==> src/rtl/pulse_pkg.sv <==
// -----------------------------------------------------------------------------
// pulse_pkg
// Shared definitions for the pulse-train sequencer:
//   - seq_state_e      : sequencer FSM state encoding
//   - TIME_W           : width of the timecount loaded into the pulse block
//   - WD_W             : width of the WAIT-state watchdog counter / limit
//   - WD_LIMIT_DEFAULT : default watchdog limit in clk_sys cycles
//   - hi_word()        : formats the upper timecount bits as the high load word
// -----------------------------------------------------------------------------
package pulse_pkg;

  localparam int unsigned TIME_W = 20;
  localparam int unsigned WD_W   = 24;

  localparam logic [WD_W-1:0] WD_LIMIT_DEFAULT = 24'd4194304;

  typedef enum logic [2:0] {
    IDLE    = 3'd0,
    LOAD_LO = 3'd1,
    LOAD_HI = 3'd2,
    FIRE    = 3'd3,
    WAIT    = 3'd4,
    FIN     = 3'd5
  } seq_state_e;

  // The pulse block takes the upper 4 timecount bits zero-extended to a word.
  function automatic logic [15:0] hi_word(input logic [TIME_W-1:0] t);
    return {12'd0, t[TIME_W-1:16]};
  endfunction

endpackage

==> src/rtl/seq_watchdog.sv <==
// -----------------------------------------------------------------------------
// seq_watchdog
// Counts cycles while enabled and flags expiry on the cycle in which the
// count reaches the limit (i.e. the limit-th enabled cycle since clear).
// Ports:
//   clk_sys    in   system clock
//   rst_n      in   synchronous active-low reset
//   clear_i    in   zero the counter (has priority over enable_i)
//   enable_i   in   count this cycle
//   limit_i    in   expiry limit in enabled cycles
//   expired_o  out  combinational: this enabled cycle is the limit-th one
// -----------------------------------------------------------------------------
module seq_watchdog
  import pulse_pkg::*;
(
  input  logic            clk_sys,
  input  logic            rst_n,
  input  logic            clear_i,
  input  logic            enable_i,
  input  logic [WD_W-1:0] limit_i,
  output logic            expired_o
);

  logic [WD_W-1:0] count_q;
  logic [WD_W-1:0] count_d;
  logic            at_max_s;

  assign at_max_s = (count_q == {WD_W{1'b1}});

  // Extra bit so count+1 cannot overflow before the compare.
  assign expired_o = enable_i &&
                     (({1'b0, count_q} + {{WD_W{1'b0}}, 1'b1}) >= {1'b0, limit_i});

  // Next-count selection: clear wins, count saturates instead of wrapping.
  always_comb begin
    count_d = count_q;
    if (clear_i) begin
      count_d = {WD_W{1'b0}};
    end else if (enable_i && !at_max_s) begin
      count_d = count_q + {{(WD_W-1){1'b0}}, 1'b1};
    end else begin
      count_d = count_q;
    end
  end

  // Counter register with synchronous reset.
  always_ff @(posedge clk_sys) begin
    if (!rst_n) begin
      count_q <= {WD_W{1'b0}};
    end else begin
      count_q <= count_d;
    end
  end

endmodule

==> src/rtl/pulse_seq_ctrl.sv <==
// -----------------------------------------------------------------------------
// pulse_seq_ctrl
// Sequences a pulse train on an external pulse block: loads the 20-bit
// timecount as a low and a high word, then repeatedly strobes start and waits
// for the block's end-of-cycle flag until echo_num cycles have completed.
// A watchdog bounds each WAIT; abort returns to IDLE at once.
// Ports:
//   clk_sys          in   system clock
//   rst_n            in   synchronous active-low reset
//   seq_start        in   single-cycle run request (ignored while busy)
//   seq_abort        in   stop the train immediately
//   echo_num[15:0]   in   number of pulse cycles to run
//   time_lo[15:0]    in   timecount [15:0]
//   time_hi[3:0]     in   timecount [19:16]
//   pluse_over_n     in   active-low end-of-cycle flag from the pulse block
//   pluseload        out  load strobe
//   pluseloadchoice  out  load word select (0 low, 1 high)
//   plusedatain      out  load data (0 unless loading)
//   plusestart       out  start strobe
//   busy             out  train in progress
//   done             out  single-cycle normal-completion pulse
//   wd_err           out  sticky watchdog error
//   echo_cnt[15:0]   out  completed pulse cycles
// All outputs are driven straight from flops; each flop is loaded from the
// decode of the *next* state so the output lines up with the state it belongs to.
// -----------------------------------------------------------------------------
module pulse_seq_ctrl
  import pulse_pkg::*;
#(
  parameter logic [WD_W-1:0] WD_LIMIT = WD_LIMIT_DEFAULT
) (
  input  logic        clk_sys,
  input  logic        rst_n,
  input  logic        seq_start,
  input  logic        seq_abort,
  input  logic [15:0] echo_num,
  input  logic [15:0] time_lo,
  input  logic [3:0]  time_hi,
  input  logic        pluse_over_n,
  output logic        pluseload,
  output logic        pluseloadchoice,
  output logic [15:0] plusedatain,
  output logic        plusestart,
  output logic        busy,
  output logic        done,
  output logic        wd_err,
  output logic [15:0] echo_cnt
);

  seq_state_e        state_q, state_d;
  logic [15:0]       num_q, num_d;
  logic [TIME_W-1:0] time_q, time_d;
  logic [15:0]       cnt_q, cnt_d;
  logic [15:0]       cnt_inc_s;
  logic              wd_err_q, wd_err_d;

  logic              load_q, load_d;
  logic              choice_q, choice_d;
  logic [15:0]       data_q, data_d;
  logic              start_q, start_d;
  logic              busy_q, busy_d;
  logic              done_q, done_d;

  logic              wd_expired_s;
  logic              wd_clear_s;
  logic              wd_enable_s;

  assign cnt_inc_s   = cnt_q + 16'd1;
  assign wd_clear_s  = (state_q == FIRE);
  assign wd_enable_s = (state_q == WAIT);

  seq_watchdog u_wd (
    .clk_sys   (clk_sys),
    .rst_n     (rst_n),
    .clear_i   (wd_clear_s),
    .enable_i  (wd_enable_s),
    .limit_i   (WD_LIMIT),
    .expired_o (wd_expired_s)
  );

  // Next-state, latched-parameter and counter logic.
  always_comb begin
    state_d  = state_q;
    num_d    = num_q;
    time_d   = time_q;
    cnt_d    = cnt_q;
    wd_err_d = wd_err_q;
    done_d   = 1'b0;

    case (state_q)
      IDLE: begin
        if (seq_start) begin
          if (echo_num != 16'd0) begin
            num_d    = echo_num;
            time_d   = {time_hi, time_lo};
            cnt_d    = 16'd0;
            wd_err_d = 1'b0;
            state_d  = LOAD_LO;
          end else begin
            // Empty train: report completion without touching the pulse block.
            cnt_d  = 16'd0;
            done_d = 1'b1;
          end
        end else begin
          state_d = IDLE;
        end
      end
      LOAD_LO: state_d = LOAD_HI;
      LOAD_HI: state_d = FIRE;
      FIRE:    state_d = WAIT;
      WAIT: begin
        // Completion is checked before expiry so a coincident flag still counts.
        if (!pluse_over_n) begin
          cnt_d = cnt_inc_s;
          if (cnt_inc_s == num_q) begin
            state_d = FIN;
          end else begin
            state_d = FIRE;
          end
        end else if (wd_expired_s) begin
          wd_err_d = 1'b1;
          state_d  = IDLE;
        end else begin
          state_d = WAIT;
        end
      end
      FIN:     state_d = IDLE;
      default: state_d = IDLE;
    endcase

    // Abort overrides whatever the active state decided this cycle.
    if (seq_abort && (state_q != IDLE)) begin
      state_d  = IDLE;
      cnt_d    = cnt_q;
      wd_err_d = wd_err_q;
      done_d   = 1'b0;
    end else begin
      done_d = done_d | (state_d == FIN);
    end
  end

  // Output decode from the next state, feeding the output flops.
  always_comb begin
    load_d   = 1'b0;
    choice_d = 1'b0;
    data_d   = 16'd0;
    start_d  = 1'b0;
    busy_d   = (state_d != IDLE);
    case (state_d)
      LOAD_LO: begin
        load_d = 1'b1;
        data_d = time_d[15:0];
      end
      LOAD_HI: begin
        load_d   = 1'b1;
        choice_d = 1'b1;
        data_d   = hi_word(time_d);
      end
      FIRE: begin
        start_d = 1'b1;
      end
      default: begin
        load_d = 1'b0;
      end
    endcase
  end

  // State, parameter and output registers with synchronous reset.
  always_ff @(posedge clk_sys) begin
    if (!rst_n) begin
      state_q  <= IDLE;
      num_q    <= 16'd0;
      time_q   <= {TIME_W{1'b0}};
      cnt_q    <= 16'd0;
      wd_err_q <= 1'b0;
      load_q   <= 1'b0;
      choice_q <= 1'b0;
      data_q   <= 16'd0;
      start_q  <= 1'b0;
      busy_q   <= 1'b0;
      done_q   <= 1'b0;
    end else begin
      state_q  <= state_d;
      num_q    <= num_d;
      time_q   <= time_d;
      cnt_q    <= cnt_d;
      wd_err_q <= wd_err_d;
      load_q   <= load_d;
      choice_q <= choice_d;
      data_q   <= data_d;
      start_q  <= start_d;
      busy_q   <= busy_d;
      done_q   <= done_d;
    end
  end

  assign pluseload       = load_q;
  assign pluseloadchoice = choice_q;
  assign plusedatain     = data_q;
  assign plusestart      = start_q;
  assign busy            = busy_q;
  assign done            = done_q;
  assign wd_err          = wd_err_q;
  assign echo_cnt        = cnt_q;

endmodule
==> config.mk <==
export PLATFORM = sky130hd
export DESIGN_NAME = pulse_seq_ctrl
export DESIGN_NICKNAME = d
export VERILOG_FILES = /design/src/rtl/pulse_pkg.sv /design/src/rtl/seq_watchdog.sv /design/src/rtl/pulse_seq_ctrl.sv
export SDC_FILE = /design/constraint.sdc
export NUM_CORES = 1
export LEC_CHECK = 0
export ABC_AREA = 1
export BUFFER_PORTS_ARGS = -buffer_cell sky130_fd_sc_hd__buf_2
export CORE_AREA = 3 3 85 168
export CTS_BUF_LIST = sky130_fd_sc_hd__clkbuf_2
export CTS_CLUSTER_DIAMETER = 100
export DETAILED_ROUTE_END_ITERATION = 7
export DIE_AREA = 0 0 88 171
export PLACE_DENSITY = 0.64
export REMOVE_ABC_BUFFERS = 1
export SYNTH_ARGS = -nofsm -noshare
export SYNTH_HDL_FRONTEND = slang
export SYNTH_SLANG_ARGS = --single-unit
==> constraint.sdc <==
create_clock -name clk_sys -period 2.1 [get_ports clk_sys]
set_input_delay 0.21 -clock clk_sys [delete_from_list [all_inputs] [get_ports clk_sys]]
set_output_delay 0.21 -clock clk_sys [all_outputs]
set_load 0.02 [all_outputs]
# ---- Word-level counts from Yosys, hierarchy flattened
# Cells that the tools add are included.
dict set report word_totals {
  wordCells 74
  output_inout_bits 38
  regBits 101
  in_bits 41
}
dict set report op_classes {
  eq_ne 15
  n_lt_le_gt_ge 1
  bitwise_logic 3
  mux 25
  reduce_logical 15
  n_addsub 3
}
# operator n
set op_table {}
lappend op_table {{$pmux W16 S2} 2}
lappend op_table {{$mux W20} 3}
lappend op_table {{$mux W16} 2}
lappend op_table {{$add A24 B1 Y25 const B} 1}
lappend op_table {{$ge A25 B23 Y1 const B} 1}
lappend op_table {{$add A24 B1 Y24 const B} 1}
lappend op_table {{$eq A24 B24 Y1 const B} 1}
lappend op_table {{$mux W3} 6}
lappend op_table {{$add A16 B1 Y16 const B} 1}
lappend op_table {{$eq A16 B16 Y1} 1}
lappend op_table {{$reduce_bool A16 Y1} 1}
lappend op_table {{$pmux W3 S5} 1}
lappend op_table {{$eq A3 B2 Y1 const B} 4}
lappend op_table {{$mux W1} 10}
lappend op_table {{$ne A2 B2 Y1 const B} 5}
lappend op_table {{$eq A3 B1 Y1 const B} 2}
lappend op_table {{$eq A3 B3 Y1 const B} 2}
lappend op_table {{$reduce_and A6 Y1} 1}
lappend op_table {{$reduce_bool A3 Y1} 2}
lappend op_table {{$reduce_or A2 Y1} 3}
lappend op_table {{$reduce_and A4 Y1} 1}
lappend op_table {{$logic_and A1 B1 Y1} 3}
lappend op_table {{$logic_not A3 Y1} 1}
lappend op_table {{$reduce_and A3 Y1} 1}
lappend op_table {{5 further kinds} 6}

# ---- Longest topological paths before layout
dict set report logic_depth {
  word_depth 10
  ltp_mapped 18
  depth_no_buf 18
}

# ---- Modules after synthesis
# A second synthesis with hierarchy kept.
dict set report hier_totals {
  cells_unflattened 854
  hier_area_um2 5695.5
}
# module instances cells_per_inst area_per_inst_um2
set by_module_without_submodules {}
lappend by_module_without_submodules {pulse_seq_ctrl 1 486 3460.8}
lappend by_module_without_submodules {seq_watchdog 1 368 2234.6}

# ---- Worst setup path before layout
# No wires, ideal clock.
dict set report synth_timing {
  path_type {register -> register}
  from {register cnt_q[0] (netlist: echo_cnt[0])}
  to {register busy_q (netlist: busy)}
  path_buffers 0
  path_slack_ns -0.011
  path_stages_with_launch 19
  required_ns 1.972
  t_arrival_ns 1.983
  path_cell_list {dfxtp_1 ha_1 nand2_2 nor2_4 nand2_1 nand2_1 nand2_1 nand2_1 nand3_1 nor2_1 nand3_1 nor2_1 nand3_1 nand2_1 nand2_2 nand2_2 nand2_1 nor2_1 nor2_1}
}
dict set report synth_via {
  elab_chain_len 7
}
# element line_no
set synth_lines {}
lappend synth_lines {{start: declaration} pulse_seq_ctrl.sv:53} ;# logic [15:0] cnt_q, cnt_d;
lappend synth_lines {{start signal: assignment} pulse_seq_ctrl.sv:186} ;# cnt_q <= cnt_d;
lappend synth_lines {{$add A16 B1 Y16} pulse_seq_ctrl.sv:68} ;# assign cnt_inc_s = cnt_q + 16'd1;
lappend synth_lines {{$eq A16 B16 Y1} pulse_seq_ctrl.sv:115} ;# if (cnt_inc_s == num_q) begin
lappend synth_lines {{$mux W3} pulse_seq_ctrl.sv:115}
lappend synth_lines {{$mux W3} pulse_seq_ctrl.sv:113} ;# if (!pluse_over_n) begin
lappend synth_lines {{$pmux W3 S5} pulse_seq_ctrl.sv:90} ;# case (state_q)
lappend synth_lines {{$mux W3} pulse_seq_ctrl.sv:132} ;# if (seq_abort && (state_q != IDLE)) begin
lappend synth_lines {{$reduce_bool A3 Y1} pulse_seq_ctrl.sv:148} ;# busy_d = (state_d != IDLE);
lappend synth_lines {{end signal: assignment} pulse_seq_ctrl.sv:192} ;# busy_q <= busy_d;
lappend synth_lines {{end: declaration} pulse_seq_ctrl.sv:61} ;# logic busy_q, busy_d;
# No other way between the ends.
# A chain may end at the register's enable or synchronous reset.

# ---- Worst setup path after layout
dict set report layout_timing {
  from {register cnt_q[1] (netlist: echo_cnt[1])}
  to {register done_q (netlist: done)}
}
dict set report layout_via {
  elab_chain_len 7
}
# element line_no
set layout_lines {}
lappend layout_lines {{$add A16 B1 Y16} pulse_seq_ctrl.sv:68}
lappend layout_lines {{$eq A16 B16 Y1} pulse_seq_ctrl.sv:115}
lappend layout_lines {{$mux W3} pulse_seq_ctrl.sv:115}
lappend layout_lines {{$mux W3} pulse_seq_ctrl.sv:113}
lappend layout_lines {{$pmux W3 S5} pulse_seq_ctrl.sv:90}
lappend layout_lines {{$eq A3 B3 Y1} pulse_seq_ctrl.sv:138} ;# done_d = done_d | (state_d == FIN);
lappend layout_lines {{$or A1 B1 Y1} pulse_seq_ctrl.sv:138}
lappend layout_lines {{end signal: assignment} pulse_seq_ctrl.sv:193} ;# done_q <= done_d;
lappend layout_lines {{end: declaration} pulse_seq_ctrl.sv:62} ;# logic done_q, done_d;
# No other way between the ends.

==> out/metrics.yaml <==
status: "complete, but fails checks"
violations: "setup timing"
cts_root_buffer: "clkbuf_2"
syn_area_mm2: 0.004822
grt_pass1_wl_mm: 21.94
syn2layout_area_growth_pct: 34.54
dpl_cell_area_mm2: 0.005708
cap_viol_max_count: 0
synth_top_family_by_area: "simple AND/OR/NAND/NOR gates"
start_kind: "flip-flop"
hold_slack_ns: 0.3001
synth_top_area_share: 0.4193
wl_mm: 13.87
ys_top_cells_by_count: "145 x nand2_1, 101 x dfxtp_1, 98 x nor2_1"
tightestPinTransition_ns: 0.4229
viasPerCell: 4.939
finalSetupViolations: 3
fin_cells: 1008
start_util: 0.3691
share_seq_of_total_power: 0.524
ant_nets: 0
power.switching_mw: 1.395
grt_max_degree: 30
cts_tree: "done"
fin_crit_ns: 2.157
final_hold_viol_count: 0
postSynthRegisterBits: 101
final_cell_area_mm2: 0.006487
syn-instance-count: 686
synth_most_common_cell: "nand2_1"
sw_frac_of_total: 0.3412
synth_mux_area_frac: 0
crit_fanout: 7
combinationalPowerShare: 0.232
wire_per_inst_um: 13.76
avgSynthCellArea_um2: 7.029
drive_above_1_share: 0.2749
first_pass_iters: 5
p_per_area_mw_per_mm2: 630.2
die_height_um: 171
fin_skew_ns: 0.05608
fp-row-count: 59
setup_slack_ns: -0.05750
clock_latency_ns: 0.63
clkPwrFrac: 0.243
internal_power_mw: 2.693
gp_congestion: 0.9249
antenna_found_initial: 1
yosys.cell_types.count: 41
synth_compound_area_frac: 0.1092
synth_edf_count: 0
relSlewSlack: 0.7171
die_area_mm2: 0.01505
placedCellCount: 940
cts.sink_count: 101
crit_type: "reg -> reg"
clockBufferDepth: 2
port_buffers: 78
synth_area_leaders: "dfxtp_1 42%, nand2_1 11%, nor2_1 7.6%"
slew_violations: 0
arrival_ns: 2.75
die_w_um: 88
vias: 4979
track_usage: 0.1886
synth_area_leader_cell: "dfxtp_1"
fmax_ghz: 0.4635
clk_pin_slew_worst_paths_ns: 0.34
synth-simple-area-share: 0.3568
fin_crit_sh: 1.027
vdd_drop_max_mv: 0.4633
rsz0062_at_grt: "true"
ios: 79
dp_hpwl_mm: 10.23
grt_pass1_vias: 4905
drc: 0
cts_max_level: 3
hold_path.class: "in -> reg"
coreArea_mm2: 0.01307
power_leakage_nw: 2.820
cts_buffers: 9
synth_xor_area_frac: 0.02854
yosysSeqAreaShare: 0.4193
grt_overflow: 0
yosys_warnings: 0
drtIter0Drc: 177
ys.flop_type: "dfxtp_1"
cp-end-kind: "flip-flop"
pre_cts_ws_ns: -0.05423
fin_nets: 893
synth-async-reset-ratio: 0
synth_fa_ha_area_frac: 0.005189
critPathRequiredTime_ns: 2.69
[per-stage QoR]
stage	TNS [ns]	utilization	total power, mW
after detailed placement	-0.1653	0.4368	3.019
after floorplan	-69.71	-	2.685
final	-0.09171	0.4965	4.088
after global placement	-0.02891	0.4368	3.015
after global routing	-1.755	0.4965	4.345
after CTS	-0.01037	0.4823	4.101
[final cells by class]
cell class	count	area [um2]
fillers	1284	6579
multi-input cells	485	2545
flip-flops and latches	101	2041
repair buffers	175	1276
inverters	78	296.5
well taps	152	190.2
clock inverters	7	91.34
clock buffers	9	45.04
diodes	1	2.502
[kinds of logic after synthesis]
family	count (synthesis)
xor+xnor	14
compound gates	94
fa+ha+maj	2
simple gates	375
flops	101
buf+inv	100
[final timing paths]
| kind | from | to | slack, ns | depth (start not counted) |
|---|---|---|---|---|
| hold / removal | time_lo[7] | plusedatain[7] | 0.30 | 4 |
| setup / recovery | echo_cnt[1] | done | -0.06 | 17 |
| setup reg to reg | echo_cnt[1] | done | -0.06 | 17 |
| hold reg to reg | num_q[14] | num_q[14] | 0.49 | 2 |
[per-layer routing]
layer / part of all wire / GRT usage / up-vias
met5: 0 / 0 / -
met4: 0.051 / 0.1369 / 0
met3: 0.034 / 0.02795 / 51
met2: 0.56 / 0.3518 / 114
met1: 0.36 / 0.1791 / 2251
li1: - / - / 2563
[power groups by stage]
stage          Clock, mW  Sequential [mW]  Combinational [mW]
4_1_cts             1.04             2.15               0.912
6_report           0.995             2.14               0.950
3_5_place_dp           0             2.18               0.838
2_1_floorplan          0             2.20               0.480
5_1_grt             1.12             2.16                1.07
3_3_place_gp           0             2.18               0.836
[cell usage in the layout (no fill, tap or decap), types with 3 or more instances in the layout]
master / count
xnor2_1: 6
o21ai_0: 33
nand3_2: 5
nor2_1: 90
nor2_4: 5
dlygate4sd3_1: 40
dfxtp_2: 12
clkinv_8: 3
dfxtp_1: 88
nor4_1: 17
nand4_1: 11
a21oi_1: 39
nand2_2: 26
buf_12: 4
buf_4: 51
or2_2: 5
xor2_1: 7
nor2_2: 11
nand3b_1: 8
a211oi_1: 14
buf_2: 78
inv_1: 71
nand3_1: 44
nor3_1: 12
clkbuf_2: 9
inv_2: 5
nand2_1: 130
[registers in the layout, summed over array words and instances, names as in the netlist]
register,count
u_wd.count_q,24
time_q,20
echo_cnt,16
num_q,16
plusedatain,16
state_q,3
busy,1
done,1
pluseload,1
pluseloadchoice,1
plusestart,1
wd_err,1
[worst max-delay path, cell delays in order (launching register included)]
cell	delay (ns)
dfxtp_4	0.44
ha_4	0.15
nand2_4	0.06
nor2_4	0.15
nand2_1	0.09
nand2_2	0.08
nand2_2	0.08
nand2_2	0.11
nand3_2	0.08
nor2_1	0.09
nand3_1	0.09
nor2_2	0.11
nand3_1	0.08
nand2_1	0.09
nand2_2	0.10
nor2_1	0.11
nand2_1	0.07
a21oi_2	0.14
[timing repair]
item	CTS	global route
pin swaps	4	16
endpoints found under the hold margin	60	0
hold buffers	40	0
setup endpoints to repair	21	25
gates resized for setup	9	47
buffers inserted	4	7
No activity file was read; power rests on OpenSTA's default activity.
